`src/rtl/mux2_rr_arbiter_pkg.sv`:
```
// rtl/mux2_rr_arbiter_pkg.sv - shared types and defaults for the two-channel round-robin arbiter
package mux2_rr_arbiter_pkg;

  localparam int DEF_DATA_W    = 8;
  localparam int DEF_MAX_BEATS = 16;

  typedef enum logic [1:0] {
    ST_IDLE  = 2'd0,
    ST_LOCK0 = 2'd1,
    ST_LOCK1 = 2'd2
  } state_t;

  function automatic state_t lock_state(input logic ch);
    return ch ? ST_LOCK1 : ST_LOCK0;
  endfunction

endpackage

```
`src/rtl/mux2_rr_arbiter_if.sv`:
```
// rtl/mux2_rr_arbiter_if.sv - two input channels, one output channel and status of the arbiter
interface mux2_rr_arbiter_if import mux2_rr_arbiter_pkg::*; #(
  parameter int DATA_W = DEF_DATA_W
);

  logic              in0_valid;
  logic              in0_ready;
  logic [DATA_W-1:0] in0_data;
  logic              in0_last;
  logic              in1_valid;
  logic              in1_ready;
  logic [DATA_W-1:0] in1_data;
  logic              in1_last;
  logic              sel;
  logic              out_valid;
  logic              out_ready;
  logic [DATA_W-1:0] out_data;
  logic              out_last;
  logic              out_src;
  logic              pkt_err;

  modport master (
    output in0_valid, in0_data, in0_last, in1_valid, in1_data, in1_last, out_ready,
    input  in0_ready, in1_ready, sel, out_valid, out_data, out_last, out_src, pkt_err
  );

  modport slave (
    input  in0_valid, in0_data, in0_last, in1_valid, in1_data, in1_last, out_ready,
    output in0_ready, in1_ready, sel, out_valid, out_data, out_last, out_src, pkt_err
  );

endinterface

```
`src/rtl/mux2_rr_arbiter_grant.sv`:
```
// rtl/mux2_rr_arbiter_grant.sv - combinational grant/select from lock state, priority and valids
module rr_grant2 import mux2_rr_arbiter_pkg::*; (
  input  state_t state_i,
  input  logic   prio_i,
  input  logic   hold_i,
  input  logic   valid0_i,
  input  logic   valid1_i,
  output logic   grant_o,
  output logic   active_o
);

  always_comb begin
    grant_o  = hold_i;
    active_o = 1'b0;
    case (state_i)
      ST_LOCK0: begin
        grant_o  = 1'b0;
        active_o = 1'b1;
      end
      ST_LOCK1: begin
        grant_o  = 1'b1;
        active_o = 1'b1;
      end
      default: begin
        active_o = valid0_i | valid1_i;
        if (valid0_i && valid1_i) grant_o = prio_i;
        else if (valid0_i)        grant_o = 1'b0;
        else if (valid1_i)        grant_o = 1'b1;
      end
    endcase
  end

endmodule

```
`src/rtl/mux2_rr_arbiter_mux2x1.sv`:
```
// rtl/mux2_rr_arbiter_mux2x1.sv - 1-bit 2:1 datapath mux cell
module mux2x1 (
  input  logic i0,
  input  logic i1,
  input  logic s0,
  output logic y
);

  assign y = s0 ? i1 : i0;

endmodule

```
`src/rtl/mux2_rr_arbiter.sv`:
```
// rtl/mux2_rr_arbiter.sv - round-robin packet arbiter driving a 2:1 mux into a registered output stage
module mux2_rr_arbiter import mux2_rr_arbiter_pkg::*; #(
  parameter int DATA_W    = DEF_DATA_W,
  parameter int MAX_BEATS = DEF_MAX_BEATS
) (
  input  logic               clk,
  input  logic               rst_n,
  mux2_rr_arbiter_if.slave   bus
);

  localparam int              CNT_W    = (MAX_BEATS > 1) ? $clog2(MAX_BEATS) : 1;
  localparam logic [CNT_W-1:0] CNT_LAST = CNT_W'(MAX_BEATS - 1);

  state_t            state_q, state_d;
  logic              prio_q, prio_d;
  logic [CNT_W-1:0]  beat_cnt_q, beat_cnt_d;
  logic              sel_q, sel_d;
  logic              out_valid_q, out_valid_d;
  logic [DATA_W-1:0] out_data_q, out_data_d;
  logic              out_last_q, out_last_d;
  logic              out_src_q, out_src_d;
  logic              pkt_err_q, pkt_err_d;

  logic              grant, grant_active;
  logic              load_ok, ready0, ready1, accept;
  logic [DATA_W-1:0] mux_data;
  logic              mux_last;

  rr_grant2 u_grant (
    .state_i  (state_q),
    .prio_i   (prio_q),
    .hold_i   (sel_q),
    .valid0_i (bus.in0_valid),
    .valid1_i (bus.in1_valid),
    .grant_o  (grant),
    .active_o (grant_active)
  );

  for (genvar i = 0; i < DATA_W; i++) begin : g_mux
    mux2x1 u_bit (.i0(bus.in0_data[i]), .i1(bus.in1_data[i]), .s0(grant), .y(mux_data[i]));
  end
  mux2x1 u_last (.i0(bus.in0_last), .i1(bus.in1_last), .s0(grant), .y(mux_last));

  // Readies are held low during reset even though the grant logic sees IDLE.
  always_comb begin
    load_ok = !out_valid_q || bus.out_ready;
    ready0  = rst_n && load_ok && grant_active && !grant;
    ready1  = rst_n && load_ok && grant_active && grant;
    accept  = (bus.in0_valid && ready0) || (bus.in1_valid && ready1);
  end

  always_ff @(posedge clk or negedge rst_n) begin
    if (!rst_n) begin
      state_q     <= ST_IDLE;
      prio_q      <= 1'b0;
      beat_cnt_q  <= '0;
      sel_q       <= 1'b0;
      out_valid_q <= 1'b0;
      out_data_q  <= '0;
      out_last_q  <= 1'b0;
      out_src_q   <= 1'b0;
      pkt_err_q   <= 1'b0;
    end else begin
      state_q     <= state_d;
      prio_q      <= prio_d;
      beat_cnt_q  <= beat_cnt_d;
      sel_q       <= sel_d;
      out_valid_q <= out_valid_d;
      out_data_q  <= out_data_d;
      out_last_q  <= out_last_d;
      out_src_q   <= out_src_d;
      pkt_err_q   <= pkt_err_d;
    end
  end

  // A packet that reaches MAX_BEATS without last is cut off and the other channel gets priority.
  always_comb begin
    state_d    = state_q;
    prio_d     = prio_q;
    beat_cnt_d = beat_cnt_q;
    sel_d      = grant;
    pkt_err_d  = 1'b0;
    if (accept) begin
      if (mux_last || beat_cnt_q == CNT_LAST) begin
        state_d    = ST_IDLE;
        prio_d     = ~grant;
        beat_cnt_d = '0;
        pkt_err_d  = !mux_last;
      end else begin
        state_d    = lock_state(grant);
        beat_cnt_d = beat_cnt_q + 1'b1;
      end
    end
  end

  always_comb begin
    out_valid_d = out_valid_q;
    out_data_d  = out_data_q;
    out_last_d  = out_last_q;
    out_src_d   = out_src_q;
    if (load_ok) out_valid_d = accept;
    if (accept) begin
      out_data_d = mux_data;
      out_last_d = mux_last;
      out_src_d  = grant;
    end
  end

  assign bus.in0_ready = ready0;
  assign bus.in1_ready = ready1;
  assign bus.sel       = grant;
  assign bus.out_valid = out_valid_q;
  assign bus.out_data  = out_data_q;
  assign bus.out_last  = out_last_q;
  assign bus.out_src   = out_src_q;
  assign bus.pkt_err   = pkt_err_q;

endmodule

```
`src/flat_wrapper.sv`:
```
// flat-port wrapper written by rule: the top's interface ports become plain ports
module mux2_rr_arbiter_flat import mux2_rr_arbiter_pkg::*;
#(
  parameter int DATA_W    = DEF_DATA_W,
  parameter int MAX_BEATS = DEF_MAX_BEATS
)
  (clk, rst_n, bus_in0_valid, bus_in0_data, bus_in0_last, bus_in1_valid, bus_in1_data, bus_in1_last, bus_out_ready, bus_in0_ready, bus_in1_ready, bus_sel, bus_out_valid, bus_out_data, bus_out_last, bus_out_src, bus_pkt_err);
  mux2_rr_arbiter_if #(.DATA_W(DATA_W)) bus_i ();
  input  logic clk;
  input  logic rst_n;
  input wire logic [$bits(bus_i.in0_valid)-1:0] bus_in0_valid;
  input wire logic [$bits(bus_i.in0_data)-1:0] bus_in0_data;
  input wire logic [$bits(bus_i.in0_last)-1:0] bus_in0_last;
  input wire logic [$bits(bus_i.in1_valid)-1:0] bus_in1_valid;
  input wire logic [$bits(bus_i.in1_data)-1:0] bus_in1_data;
  input wire logic [$bits(bus_i.in1_last)-1:0] bus_in1_last;
  input wire logic [$bits(bus_i.out_ready)-1:0] bus_out_ready;
  output wire logic [$bits(bus_i.in0_ready)-1:0] bus_in0_ready;
  output wire logic [$bits(bus_i.in1_ready)-1:0] bus_in1_ready;
  output wire logic [$bits(bus_i.sel)-1:0] bus_sel;
  output wire logic [$bits(bus_i.out_valid)-1:0] bus_out_valid;
  output wire logic [$bits(bus_i.out_data)-1:0] bus_out_data;
  output wire logic [$bits(bus_i.out_last)-1:0] bus_out_last;
  output wire logic [$bits(bus_i.out_src)-1:0] bus_out_src;
  output wire logic [$bits(bus_i.pkt_err)-1:0] bus_pkt_err;
  assign bus_i.in0_valid = bus_in0_valid;
  assign bus_i.in0_data = bus_in0_data;
  assign bus_i.in0_last = bus_in0_last;
  assign bus_i.in1_valid = bus_in1_valid;
  assign bus_i.in1_data = bus_in1_data;
  assign bus_i.in1_last = bus_in1_last;
  assign bus_i.out_ready = bus_out_ready;
  assign bus_in0_ready = bus_i.in0_ready;
  assign bus_in1_ready = bus_i.in1_ready;
  assign bus_sel = bus_i.sel;
  assign bus_out_valid = bus_i.out_valid;
  assign bus_out_data = bus_i.out_data;
  assign bus_out_last = bus_i.out_last;
  assign bus_out_src = bus_i.out_src;
  assign bus_pkt_err = bus_i.pkt_err;
  mux2_rr_arbiter #(.DATA_W(DATA_W), .MAX_BEATS(MAX_BEATS)) u_core (.clk(clk), .rst_n(rst_n), .bus(bus_i));
endmodule
```
`config.mk`:
```
export PLATFORM = sky130hd
export DESIGN_NAME = mux2_rr_arbiter_flat
export DESIGN_NICKNAME = d
export VERILOG_FILES = /design/src/rtl/mux2_rr_arbiter_pkg.sv /design/src/rtl/mux2_rr_arbiter_if.sv /design/src/rtl/mux2_rr_arbiter_grant.sv /design/src/rtl/mux2_rr_arbiter_mux2x1.sv /design/src/rtl/mux2_rr_arbiter.sv /design/src/flat_wrapper.sv
export SDC_FILE = /design/constraint.sdc
export NUM_CORES = 1
export LEC_CHECK = 0
export BUFFER_PORTS_ARGS = -buffer_cell sky130_fd_sc_hd__buf_4
export CORE_MARGIN = 1.5
export CORE_UTILIZATION = 45
export DETAILED_ROUTE_END_ITERATION = 7
export PLACE_DENSITY = 0.77
export SYNTH_ARGS = -nofsm -noshare
export SYNTH_HDL_FRONTEND = slang
export SYNTH_SLANG_ARGS = --single-unit
export TNS_END_PERCENT = 30
```
`constraint.sdc`:
```
create_clock -name clk -period 4.3 [get_ports clk]
set_input_delay 1.075 -clock clk [delete_from_list [all_inputs] [get_ports clk]]
set_output_delay 1.075 -clock clk [all_outputs]
set_load 0.1 [all_outputs]
```
==> impl_metrics.tcl <==
set metrics [dict create \
    grt_pass1_vias 869 \
    placed_cells 168 \
    synth_edf_count 0 \
    grt_pass1_wl_mm 3.55 \
    numCtsBuffers 3 \
    worstPathMaxFanout 15 \
    hold_slack_ns 0.497 \
    cts_tree "built" \
    syn_area_per_cell_um2 9.41 \
    drt-vias-per-instance 5.35 \
    fillCellCount 194 \
    yosysTopAreaCellShare_pct 49.3 \
    clockBufferDepth 2 \
    gr-total-overflow 0 \
    hold_violations 0 \
    syn_inst 108 \
    yosysMostFrequentCell "dfrtp_1" \
    yosysTopAreaCell "dfrtp_1" \
    r2r_slack_ns 1.69 \
    dominantRegCellSynth "dfrtp_1" \
    core_area_um2 2170 \
    path_cells "buf_4, nand2b_1, nand2_1, a31oi_2, buf_4, inv_1, nor2_4, buf_4" \
    yosysSeqAreaShare_pct 49.3 \
    ys_top_cells_by_area "dfrtp_1, mux2i_1, nand2_1, o21ai_0, ha_1" \
    min_period_ns 3.36 \
    critPathMaxStageDelay_ns 0.28 \
    start_util_pct 46.8 \
    place_congestion 0.778 \
    synthesis.nets 133 \
    area_growth_pct 32.3 \
    worst_path_most_repeated_cell "buf_4" \
    ios 38 \
    layout.cells.non_filler 171 \
    synth-seq-cells 20 \
    pre_cts_ws_ns 0.938 \
    cp.required_ns 3.22 \
    synthTopCellsByCount "dfrtp_1, nand2_1, o21ai_0" \
    fin_ws_ns 0.942 \
    dieArea_um2 2550 \
    clkTransAtPathRegs_ns 0.10 \
    max_freq_mhz 298 \
    path_class "primary input to output pin" \
    drt_pass1_iterations 5 \
    nets 170 \
    cts_setup_buffers 0 \
    clock-sinks 20 \
    place_hpwl_mm 1.53 \
    num_vias 915 \
    worst_pin_slew_ns 0.730 \
    startpoint "bus_in0_valid" \
    avgRoutedWirePerCell_um 11.9 \
    drive_above_1_share_pct 30.8 \
    regToRegStartpoint "u_core.state_q[1]" \
    relSlewSlack_pct 51.3 \
    timing.final.crit_share_pct 78.1 \
    cts_hold_buf 0 \
    async_flop_share_pct 100 \
    grt.total_usage_pct 18.4 \
    whs_path_depth 1 \
    drcViolationCount 0 \
    ant_nets 0 \
    die_h_um 50.5 \
    worstSetupStartpointType "primary input" \
    end_kind "output pin" \
    worstPathArrival_ns 2.28 \
    cap_violations 0 \
    hold_start "u_core.bus.out_last" \
    ff2ff_path_depth 6 \
    wirelength_mm 2.04 \
    h-tree-depth 1 \
    io_buffers 37 \
    synth_area_um2 1020 \
    rows 17 \
    critPathSlowestCell "buf_4" \
    status "complete, no violations" \
    tns_ns 0 \
    antenna_found_initial 0 \
    initialDrtViolationCount 11 \
    finClkSkew_ns 0.00345 \
    hold_path_class "register to register" \
    clkLatencyLatePin_ns 0.28 \
    yosys_warnings 0 \
    hold_end "u_core.bus.out_last" \
    rsz0062_at_grt "no" \
    setup_viol 0 \
    slew_violations 0 \
    reg2reg_to "u_core.bus.out_last" \
    yosysUniqueCellTypes 28 \
    grt_max_degree 26 \
    diodes 0 \
    die_w_um 50.5 \
    cts_root_buffer "clkbuf_4" \
    cts_resized 0 \
]
-- logic make-up (layout without fill, tap and decap cells) --
group,count (synthesis),in the layout,synth area share [%]
buffers and inverters,9,44,3.94
adder cells (fa/ha/maj),2,2,2.46
multiplexers,9,9,8.87
flip-flops,20,20,49.3
AND/OR/NAND/NOR,42,42,20.2
AO/OA/AOI/OAI,26,26,15.3
-- critical path: cells and delay by family --
kind            cells  cell delay [ns]
buf+inv             4             0.77
simple gates        3             0.27
compound gates      1             0.15
-- worst max-delay path by stage --
stage                                to  slack (ns)  cells after the start
final                     bus_in1_ready        0.94                      8
after global placement    bus_in1_ready        0.97                      8
after global routing      bus_in1_ready        0.83                      8
after floorplan           bus_in0_ready        0.07                      5
after CTS                 bus_in1_ready        0.93                      8
after detailed placement  bus_in1_ready        0.94                      8
-- routing by layer --
metal  GRT usage [%]  vias to the layer above  share of wire (%)  wire length [um]
met2            33.3                       31                 48               975
met1            22.1                      426                 46               941
li1                -                      456                  -                 -
met5               0                        -                  0                 0
met3            3.27                        2                5.7               116
met4            5.41                        0               0.44                 9
-- per-stage QoR --
stage | area (um2) | utilization, %
6_report | 1340 | 61.9
5_1_grt | 1340 | 61.9
4_1_cts | 1340 | 61.9
3_5_place_dp | 1320 | 60.9
3_3_place_gp | 1320 | 60.9
2_1_floorplan | 1020 | -
-- state kept, by name (all words and copies together), names as in the netlist --
signal                count
u_core.sel_q              1
u_core.bus.out_valid      1
u_core.prio_q             1
u_core.state_q            2
u_core.bus.out_last       1
u_core.beat_cnt_q         4
u_core.bus.out_src        1
u_core.bus.pkt_err        1
u_core.bus.out_data       8
-- layout make-up --
type / instances / area (um2) / share of cell area [%]
clock buffers: 3 / 22.5 / 1.68
multi-input cells: 79 / 489 / 36.4
flip-flops and latches: 20 / 500 / 37.2
well taps: 28 / 35.0 / 2.61
repair buffers: 38 / 285 / 21.2
inverters: 3 / 11.3 / 0.838
-- cells in the final DEF (no fill, tap or decap), types with 3 or more instances in the layout --
master / Yosys / routed
buf_4: 1 / 38
clkbuf_4: 0 / 3
dfrtp_1: 20 / 20
inv_1: 3 / 3
mux2i_1: 9 / 9
nand2_1: 18 / 18
nand2b_1: 4 / 4
nand3_1: 3 / 3
nor2_1: 6 / 5
nor3_1: 3 / 3
o21ai_0: 13 / 13
Power is not shown: default switching activity piles up to over one toggle a cycle in this logic, so the estimate is an artifact.
